### src/rtl/multi_ch_xfer_sched_if.sv
// ============================================================================
// multi_ch_xfer_sched_if - per-channel read-master request/done bundle
// Rev 1.0
// ============================================================================
`default_nettype none

interface multi_ch_xfer_sched_if #(
  parameter int NUM_CH = 2,
  parameter int ADDR_W = 64
);
  logic [NUM_CH-1:0]        rd_req;
  logic [NUM_CH-1:0]        rd_done;
  logic [NUM_CH*ADDR_W-1:0] rd_offset;
  logic [NUM_CH*ADDR_W-1:0] rd_xfer_size;

  modport master (
    output rd_req,
    output rd_offset,
    output rd_xfer_size,
    input  rd_done
  );

  modport slave (
    input  rd_req,
    input  rd_offset,
    input  rd_xfer_size,
    output rd_done
  );
endinterface

`default_nettype wire

### src/rtl/multi_ch_xfer_sched.sv
// ============================================================================
// multi_ch_xfer_sched - splits per-channel byte regions into chunked reads
// Rev 1.0
// ============================================================================
`default_nettype none

module multi_ch_xfer_sched #(
  parameter int NUM_CH      = 2,
  parameter int ADDR_W      = 64,
  parameter int SIZE_W      = 32,
  parameter int CHUNK_BYTES = 4096
) (
  input  logic                     clk,
  input  logic                     rst_n,
  input  logic                     op_start_i,
  input  logic [NUM_CH*ADDR_W-1:0] cfg_base_i,
  input  logic [NUM_CH*SIZE_W-1:0] cfg_size_i,
  input  logic [NUM_CH*8-1:0]      cfg_pass_i,
  multi_ch_xfer_sched_if.master    rd_if,
  input  logic [NUM_CH-1:0]        buf_space_ok_i,
  input  logic [NUM_CH-1:0]        buf_empty_i,
  input  logic                     end_conv_i,
  output logic                     g_stall_o,
  output logic                     start_conv_o,
  output logic [NUM_CH-1:0]        xfer_clear_o,
  output logic                     busy_o
);

  localparam logic [SIZE_W-1:0] c_CHUNK = SIZE_W'(CHUNK_BYTES);

  typedef enum logic [2:0] {
    S_IDLE  = 3'd0,
    S_CHECK = 3'd1,
    S_REQ   = 3'd2,
    S_WAIT  = 3'd3,
    S_DONE  = 3'd4
  } state_t;

  logic [NUM_CH*ADDR_W-1:0] cfg_base_q;
  logic [NUM_CH*SIZE_W-1:0] cfg_size_q;
  logic [NUM_CH*8-1:0]      cfg_pass_q;
  logic                     p_start_q, p_start_d;
  logic                     busy_q, busy_d;
  logic                     pend_q, pend_d;

  logic [NUM_CH-1:0]        w_idle;
  logic [NUM_CH-1:0]        w_req;
  logic [NUM_CH-1:0]        w_clr;
  logic [NUM_CH*ADDR_W-1:0] w_off;
  logic [NUM_CH*ADDR_W-1:0] w_size;
  logic                     w_stall;

  assign w_stall = |(buf_empty_i & ~w_clr & {NUM_CH{busy_q}});

  always_comb begin
    p_start_d = op_start_i & ~busy_q;
    busy_d    = busy_q;
    if (p_start_d) begin
      busy_d = 1'b1;
    end else if (!p_start_q && (&w_idle)) begin
      busy_d = 1'b0;
    end
    // Pending start survives only while stalled; it fires the moment the stall lifts.
    pend_d = end_conv_i ? 1'b0 : ((pend_q | p_start_q) & w_stall);
  end

  always_ff @(posedge clk or negedge rst_n) begin
    if (!rst_n) begin
      cfg_base_q <= '0;
      cfg_size_q <= '0;
      cfg_pass_q <= '0;
      p_start_q  <= 1'b0;
      busy_q     <= 1'b0;
      pend_q     <= 1'b0;
    end else begin
      p_start_q <= p_start_d;
      busy_q    <= busy_d;
      pend_q    <= pend_d;
      if (p_start_d) begin
        cfg_base_q <= cfg_base_i;
        cfg_size_q <= cfg_size_i;
        cfg_pass_q <= cfg_pass_i;
      end
    end
  end

  for (genvar c = 0; c < NUM_CH; c++) begin : g_ch
    state_t            st_q;
    logic [SIZE_W-1:0] rem_q;
    logic [SIZE_W-1:0] xsize_q;
    logic [ADDR_W-1:0] addr_q;
    logic [7:0]        pass_q;
    logic              req_q;
    logic              clr_q;
    logic              abort_q;
    logic [SIZE_W-1:0] w_chunk;
    logic [ADDR_W-1:0] w_cbase;
    logic [SIZE_W-1:0] w_csize;
    logic [7:0]        w_cpass;

    assign w_cbase = cfg_base_q[c*ADDR_W +: ADDR_W];
    assign w_csize = cfg_size_q[c*SIZE_W +: SIZE_W];
    assign w_cpass = cfg_pass_q[c*8 +: 8];
    assign w_chunk = (rem_q > c_CHUNK) ? c_CHUNK : rem_q;

    always_ff @(posedge clk or negedge rst_n) begin
      if (!rst_n) begin
        st_q    <= S_IDLE;
        rem_q   <= '0;
        xsize_q <= '0;
        addr_q  <= '0;
        pass_q  <= '0;
        req_q   <= 1'b0;
        clr_q   <= 1'b0;
        abort_q <= 1'b0;
      end else begin
        case (st_q)
          S_IDLE: begin
            abort_q <= 1'b0;
            if (p_start_q) begin
              rem_q  <= w_csize;
              addr_q <= w_cbase;
              pass_q <= (w_cpass == 8'd0) ? 8'd1 : w_cpass;
              st_q   <= S_CHECK;
            end
          end
          S_CHECK: begin
            if (end_conv_i) begin
              st_q <= S_IDLE;
            end else if (rem_q == '0) begin
              if (pass_q <= 8'd1) begin
                st_q  <= S_DONE;
                clr_q <= 1'b1;
              end else begin
                pass_q <= pass_q - 8'd1;
                rem_q  <= w_csize;
                addr_q <= w_cbase;
              end
            end else if (buf_space_ok_i[c]) begin
              st_q    <= S_REQ;
              req_q   <= 1'b1;
              xsize_q <= w_chunk;
            end
          end
          S_REQ: begin
            if (end_conv_i) begin
              st_q  <= S_IDLE;
              req_q <= 1'b0;
            end else begin
              st_q <= S_WAIT;
            end
          end
          S_WAIT: begin
            // An end_conv seen mid-transfer is remembered so the read still completes.
            if (rd_if.rd_done[c]) begin
              req_q   <= 1'b0;
              addr_q  <= addr_q + ADDR_W'(xsize_q);
              rem_q   <= rem_q - xsize_q;
              abort_q <= 1'b0;
              st_q    <= (abort_q || end_conv_i) ? S_IDLE : S_CHECK;
            end else if (end_conv_i) begin
              abort_q <= 1'b1;
            end
          end
          S_DONE: begin
            if (end_conv_i) begin
              st_q  <= S_IDLE;
              clr_q <= 1'b0;
            end
          end
          default: begin
            st_q  <= S_IDLE;
            req_q <= 1'b0;
            clr_q <= 1'b0;
          end
        endcase
      end
    end

    assign w_idle[c]                 = (st_q == S_IDLE);
    assign w_req[c]                  = req_q;
    assign w_clr[c]                  = clr_q;
    assign w_off[c*ADDR_W +: ADDR_W]  = addr_q;
    assign w_size[c*ADDR_W +: ADDR_W] = ADDR_W'(xsize_q);
  end

  assign rd_if.rd_req       = w_req;
  assign rd_if.rd_offset    = w_off;
  assign rd_if.rd_xfer_size = w_size;
  assign xfer_clear_o       = w_clr;
  assign busy_o             = busy_q;
  assign g_stall_o          = w_stall;
  assign start_conv_o       = (pend_q | p_start_q) & ~w_stall;

endmodule

`default_nettype wire

### src/flat_wrapper.sv
// flat-port wrapper written by rule: the top's interface ports become plain ports
module multi_ch_xfer_sched_flat 
#(
  parameter int NUM_CH      = 2,
  parameter int ADDR_W      = 64,
  parameter int SIZE_W      = 32,
  parameter int CHUNK_BYTES = 4096
)
  (clk, rst_n, op_start_i, cfg_base_i, cfg_size_i, cfg_pass_i, buf_space_ok_i, buf_empty_i, end_conv_i, g_stall_o, start_conv_o, xfer_clear_o, busy_o, rd_if_rd_req, rd_if_rd_offset, rd_if_rd_xfer_size, rd_if_rd_done);
  multi_ch_xfer_sched_if #(.NUM_CH(NUM_CH), .ADDR_W(ADDR_W)) rd_if_i ();
  input  logic clk;
  input  logic rst_n;
  input  logic op_start_i;
  input  logic [NUM_CH*ADDR_W-1:0] cfg_base_i;
  input  logic [NUM_CH*SIZE_W-1:0] cfg_size_i;
  input  logic [NUM_CH*8-1:0] cfg_pass_i;
  input  logic [NUM_CH-1:0] buf_space_ok_i;
  input  logic [NUM_CH-1:0] buf_empty_i;
  input  logic end_conv_i;
  output logic g_stall_o;
  output logic start_conv_o;
  output logic [NUM_CH-1:0] xfer_clear_o;
  output logic busy_o;
  output wire logic [$bits(rd_if_i.rd_req)-1:0] rd_if_rd_req;
  output wire logic [$bits(rd_if_i.rd_offset)-1:0] rd_if_rd_offset;
  output wire logic [$bits(rd_if_i.rd_xfer_size)-1:0] rd_if_rd_xfer_size;
  input wire logic [$bits(rd_if_i.rd_done)-1:0] rd_if_rd_done;
  assign rd_if_rd_req = rd_if_i.rd_req;
  assign rd_if_rd_offset = rd_if_i.rd_offset;
  assign rd_if_rd_xfer_size = rd_if_i.rd_xfer_size;
  assign rd_if_i.rd_done = rd_if_rd_done;
  multi_ch_xfer_sched #(.NUM_CH(NUM_CH), .ADDR_W(ADDR_W), .SIZE_W(SIZE_W), .CHUNK_BYTES(CHUNK_BYTES)) u_core (.clk(clk), .rst_n(rst_n), .op_start_i(op_start_i), .cfg_base_i(cfg_base_i), .cfg_size_i(cfg_size_i), .cfg_pass_i(cfg_pass_i), .rd_if(rd_if_i), .buf_space_ok_i(buf_space_ok_i), .buf_empty_i(buf_empty_i), .end_conv_i(end_conv_i), .g_stall_o(g_stall_o), .start_conv_o(start_conv_o), .xfer_clear_o(xfer_clear_o), .busy_o(busy_o));
endmodule
### config.mk
export PLATFORM = sky130hd
export DESIGN_NAME = multi_ch_xfer_sched_flat
export DESIGN_NICKNAME = d
export VERILOG_FILES = /design/src/rtl/multi_ch_xfer_sched_if.sv /design/src/rtl/multi_ch_xfer_sched.sv /design/src/flat_wrapper.sv
export SDC_FILE = /design/constraint.sdc
export NUM_CORES = 1
export LEC_CHECK = 0
export CAP_MARGIN = 15
export CORE_AREA = 2 2 224 226
export DETAILED_ROUTE_END_ITERATION = 8
export DIE_AREA = 0 0 226 228
export GPL_TIMING_DRIVEN = 0
export HOLD_SLACK_MARGIN = 0.06
export PLACE_DENSITY_LB_ADDON = 0.25
export RECOVER_POWER = 100
export SYNTH_ARGS = -nofsm -noshare
export SYNTH_HDL_FRONTEND = slang
export SYNTH_SLANG_ARGS = --single-unit
### constraint.sdc
create_clock -name clk -period 6.4 [get_ports clk]
set_input_delay 0.64 -clock clk [delete_from_list [all_inputs] [get_ports clk]]
set_output_delay 0.64 -clock clk [all_outputs]
set_load 0.01 [all_outputs]
==> run_results.csv <==
group,metric,value,unit
timing,setup_ws,0.9469,ns
floorplan,chipHeight,228,um
clock_network,insertion_delay,0.61,ns
floorplan,rows,82,
critical_path,cp-start-kind,"flop",
floorplan,ioPinCount,481,
drt,firstDrtPassIters,6,
run_status,violations,"max-capacitance violations, max-slew violations",
floorplan,die_area,0.05153,mm2
place,pre_cts_ws,1.682,ns
clock_network,clockBufferDepth,3,
grt,grt_overflow_total,0,
timing,tns,0,ns
clock_network,ctsHoldBuffers,1,
floorplan,initial_core_util,58.32,%
timing,worst_slew_pin_slew,3.166,ns
final_layout,layout-drive-gt1-share,10.97,%
clock_network,post_cts_buffers,0,
power,irDropWorstVdd,0.2964,mV
floorplan,die_x,226,um
timing,fin_crit_sh,85.21,%
timing,slew_viol_final,226,
synth,synth_edf_count,0,
timing,fmax,0.1834,GHz
critical_path,path_class,"reg2reg",
grt,grt_pass1_wl,151100,um
synth,synth_mux_area_share,8.391,%
drt,wl,98230,um
synth,yosys.area_share.simple,15.32,%
synth,post-synth-top-count-cell,"dfrtp_1",
place,numPortBuffers,415,
min_path,hold_class,"reg2reg",
final_layout,area.growth.synth_to_final,24.70,%
synth,synth_xor_area_share,3.256,%
drt,wl_per_cell,22.64,um
synth,ys_seq_elements,495,
run,cap_viol_max_count,2,
timing,rsz0062_at_grt,"false",
synth,synth_top_family_by_area,"compound AO/OA/AOI/OAI gates",
synth,synthCells,3082,
critical_path,critPathArrivalTime,5.89,ns
clock_network,cts_tree,"yes",
critical_path,crit_path_end_kind,"flop",
clock_network,cts-htree-levels,2,
floorplan,core,0.04935,mm2
power,p_per_area,515.5,mW/mm2
synth,synth.cell_area,0.02878,mm2
drt,final_antenna_net_count,0,
drt,drc_errors,0,
timing,setup_violations,0,
grt,grt_max_degree,125,
critical_path,crit_required,6.83,ns
timing,fin_skew,0.01519,ns
power,p_leak,15.56,nW
final_layout,stdcell_count,4339,
synth,synth_top_area_share,43.04,%
timing,final.min_clock_period,5.453,ns
synth,synth_common_cells,"dfrtp_1 (495), nand2_1 (305), a21oi_1 (279)",
critical_path,worstPathMaxFanout,10,
run_status,status,"finished, violations left",
synth,async_flop_share,100.0,%
timing,relSlewSlack,-111.1,%
drt,via_per_inst,6.255,
clock_network,cts_buffers,53,
synth,ys_warn_count,0,
clock_network,cts_root_buffer,"clkbuf_16",
place,dp_cells,4238,
synth,synth_compound_area_share,18.84,%
place,dp_hpwl,73650,um
synth,yosys.cell_types.count,87,
synth,yosysTopAreaCell,"dfrtp_1",
synth,synth_area_leaders,"dfrtp_1 (43%), mux2_2 (8.2%), ha_1 (5.7%), a21oi_1 (4.9%), nand2_1 (4.0%)",
drt,vias,27140,
place,gp_congestion,0.9576,
drt,drtIter0Drc,2918,
clock_network,cts_resized,0,
synth,synth-seq-area-share,43.04,%
timing,hold_viol,0,
grt,gr-usage-all-layers,37.74,%
clock_network,clkSlewWorstSetupHoldPaths,0.06,ns
grt,grt_pass1_vias,26480,
synth,synth_fa_ha_area_share,5.930,%
grt,antenna_found_initial,8,
synth,ys.flop_type,"dfrtp_1",
synth,avgSynthCellArea,9.338,um2
clock_network,cts.sinks,495,
final_layout,fin_nets,3975,
registers in the layout, summed over array words and instances (netlist names), 2 cells and up:
signal	cells
u_core.cfg_size_q	64
u_core.cfg_base_q	128
u_core.g_ch.pass_q	16
u_core.g_ch.clr_q	2
u_core.g_ch.req_q	2
u_core.cfg_pass_q	16
u_core.g_ch.st_q	6
u_core.g_ch.rem_q	64
u_core.g_ch.xsize_q	64
u_core.g_ch.addr_q	128
u_core.g_ch.abort_q	2
metrics by stage:
stage	total power, W	util [%]	area [um2]	hold slack [ns]
after floorplan	0.01158	-	29020	0.3444
after global placement	0.01480	68.92	34010	0.4689
after detailed placement	0.01514	69.22	34160	0.4625
after CTS	0.01851	73.00	36030	0.4772
after global routing	0.01957	72.71	35880	0.4935
final	0.01850	72.72	35890	0.4730
worst max-delay path, cell delays in order, from the launching register on:
cell,delay [ns]
dfrtp_1,0.40
nor4_1,0.55
nand4_1,0.18
or4_1,0.48
nor3_1,0.76
nand2_2,0.10
a221oi_1,1.36
clkbuf_1,0.56
clkbuf_1,0.69
a31oi_1,0.19
final cells by class:
type,instances,area [um2]
Multi-Input combinational cell,2326,15070
Sequential cell,495,12390
Antenna cell,4,10.01
Tap cell,672,840.8
Timing Repair Buffer,423,4249
Inverter,96,360.3
Buffer,228,1117
Fill cell,3710,13460
Clock inverter,15,235.2
Clock buffer,80,1620
worst paths after layout:
kind                                     startpoint                         to  slack [ns]  cells past startpoint
max                        u_core.g_ch[1].rem_q[16]   u_core.g_ch[1].rem_q[24]        0.95                      9
min                          u_core.cfg_base_q[117]  u_core.g_ch[1].addr_q[53]        0.47                      2
max reg2reg                u_core.g_ch[1].rem_q[16]   u_core.g_ch[1].rem_q[24]        0.95                      9
min reg2reg                  u_core.cfg_base_q[117]  u_core.g_ch[1].addr_q[53]        0.47                      2
max in group asynchronous                     rst_n      u_core.cfg_pass_q[12]        1.87                      4
min in group asynchronous                     rst_n      u_core.cfg_base_q[11]        0.58                      2
cell usage in the layout, fill, tap and decap left out, drive strengths merged, types with 64 or more instances in the layout:
| cell type | n |
|---|---|
| conb | 64 |
| inv | 97 |
| ha | 130 |
| buf | 82 |
| xnor2 | 64 |
| a21o | 93 |
| nand3 | 65 |
| nor2 | 248 |
| clkbuf | 234 |
| nand2 | 306 |
| dlygate4sd3 | 200 |
| a21oi | 279 |
| mux2 | 210 |
| o21ai | 208 |
| dfrtp | 495 |
| clkdlybuf4s50 | 215 |
power by group:
group	internal (W)	total, W	leakage (nW)	switching [W]
sequential	0.00457	0.00596	5.97	0.00138
clock	0.00198	0.00329	0.915	0.00131
combinational	0.00391	0.00925	8.68	0.00534
total	0.0105	0.0185	15.6	0.00804
cells by family (layout without fill, tap and decap cells):
kind of cell / Yosys count / in the layout
AND/OR/NAND/NOR: 939 / 939
AO/OA/AOI/OAI: 867 / 867
adder cells (fa/ha/maj): 134 / 134
other: 1 / 68
multiplexers: 215 / 215
flip-flops: 495 / 495
XOR/XNOR: 107 / 107
buffers and inverters: 324 / 842
per-layer routing:
layer / routed length [um] / vias to the layer above / global-route usage, %
met5: 46 / - / 0
met4: 4064 / 8 / 16.04
met3: 9345 / 277 / 7.612
met2: 44110 / 1588 / 58.08
met1: 40660 / 13240 / 52.05
li1: - / 12030 / -
No activity file was read; power rests on OpenSTA's default activity.
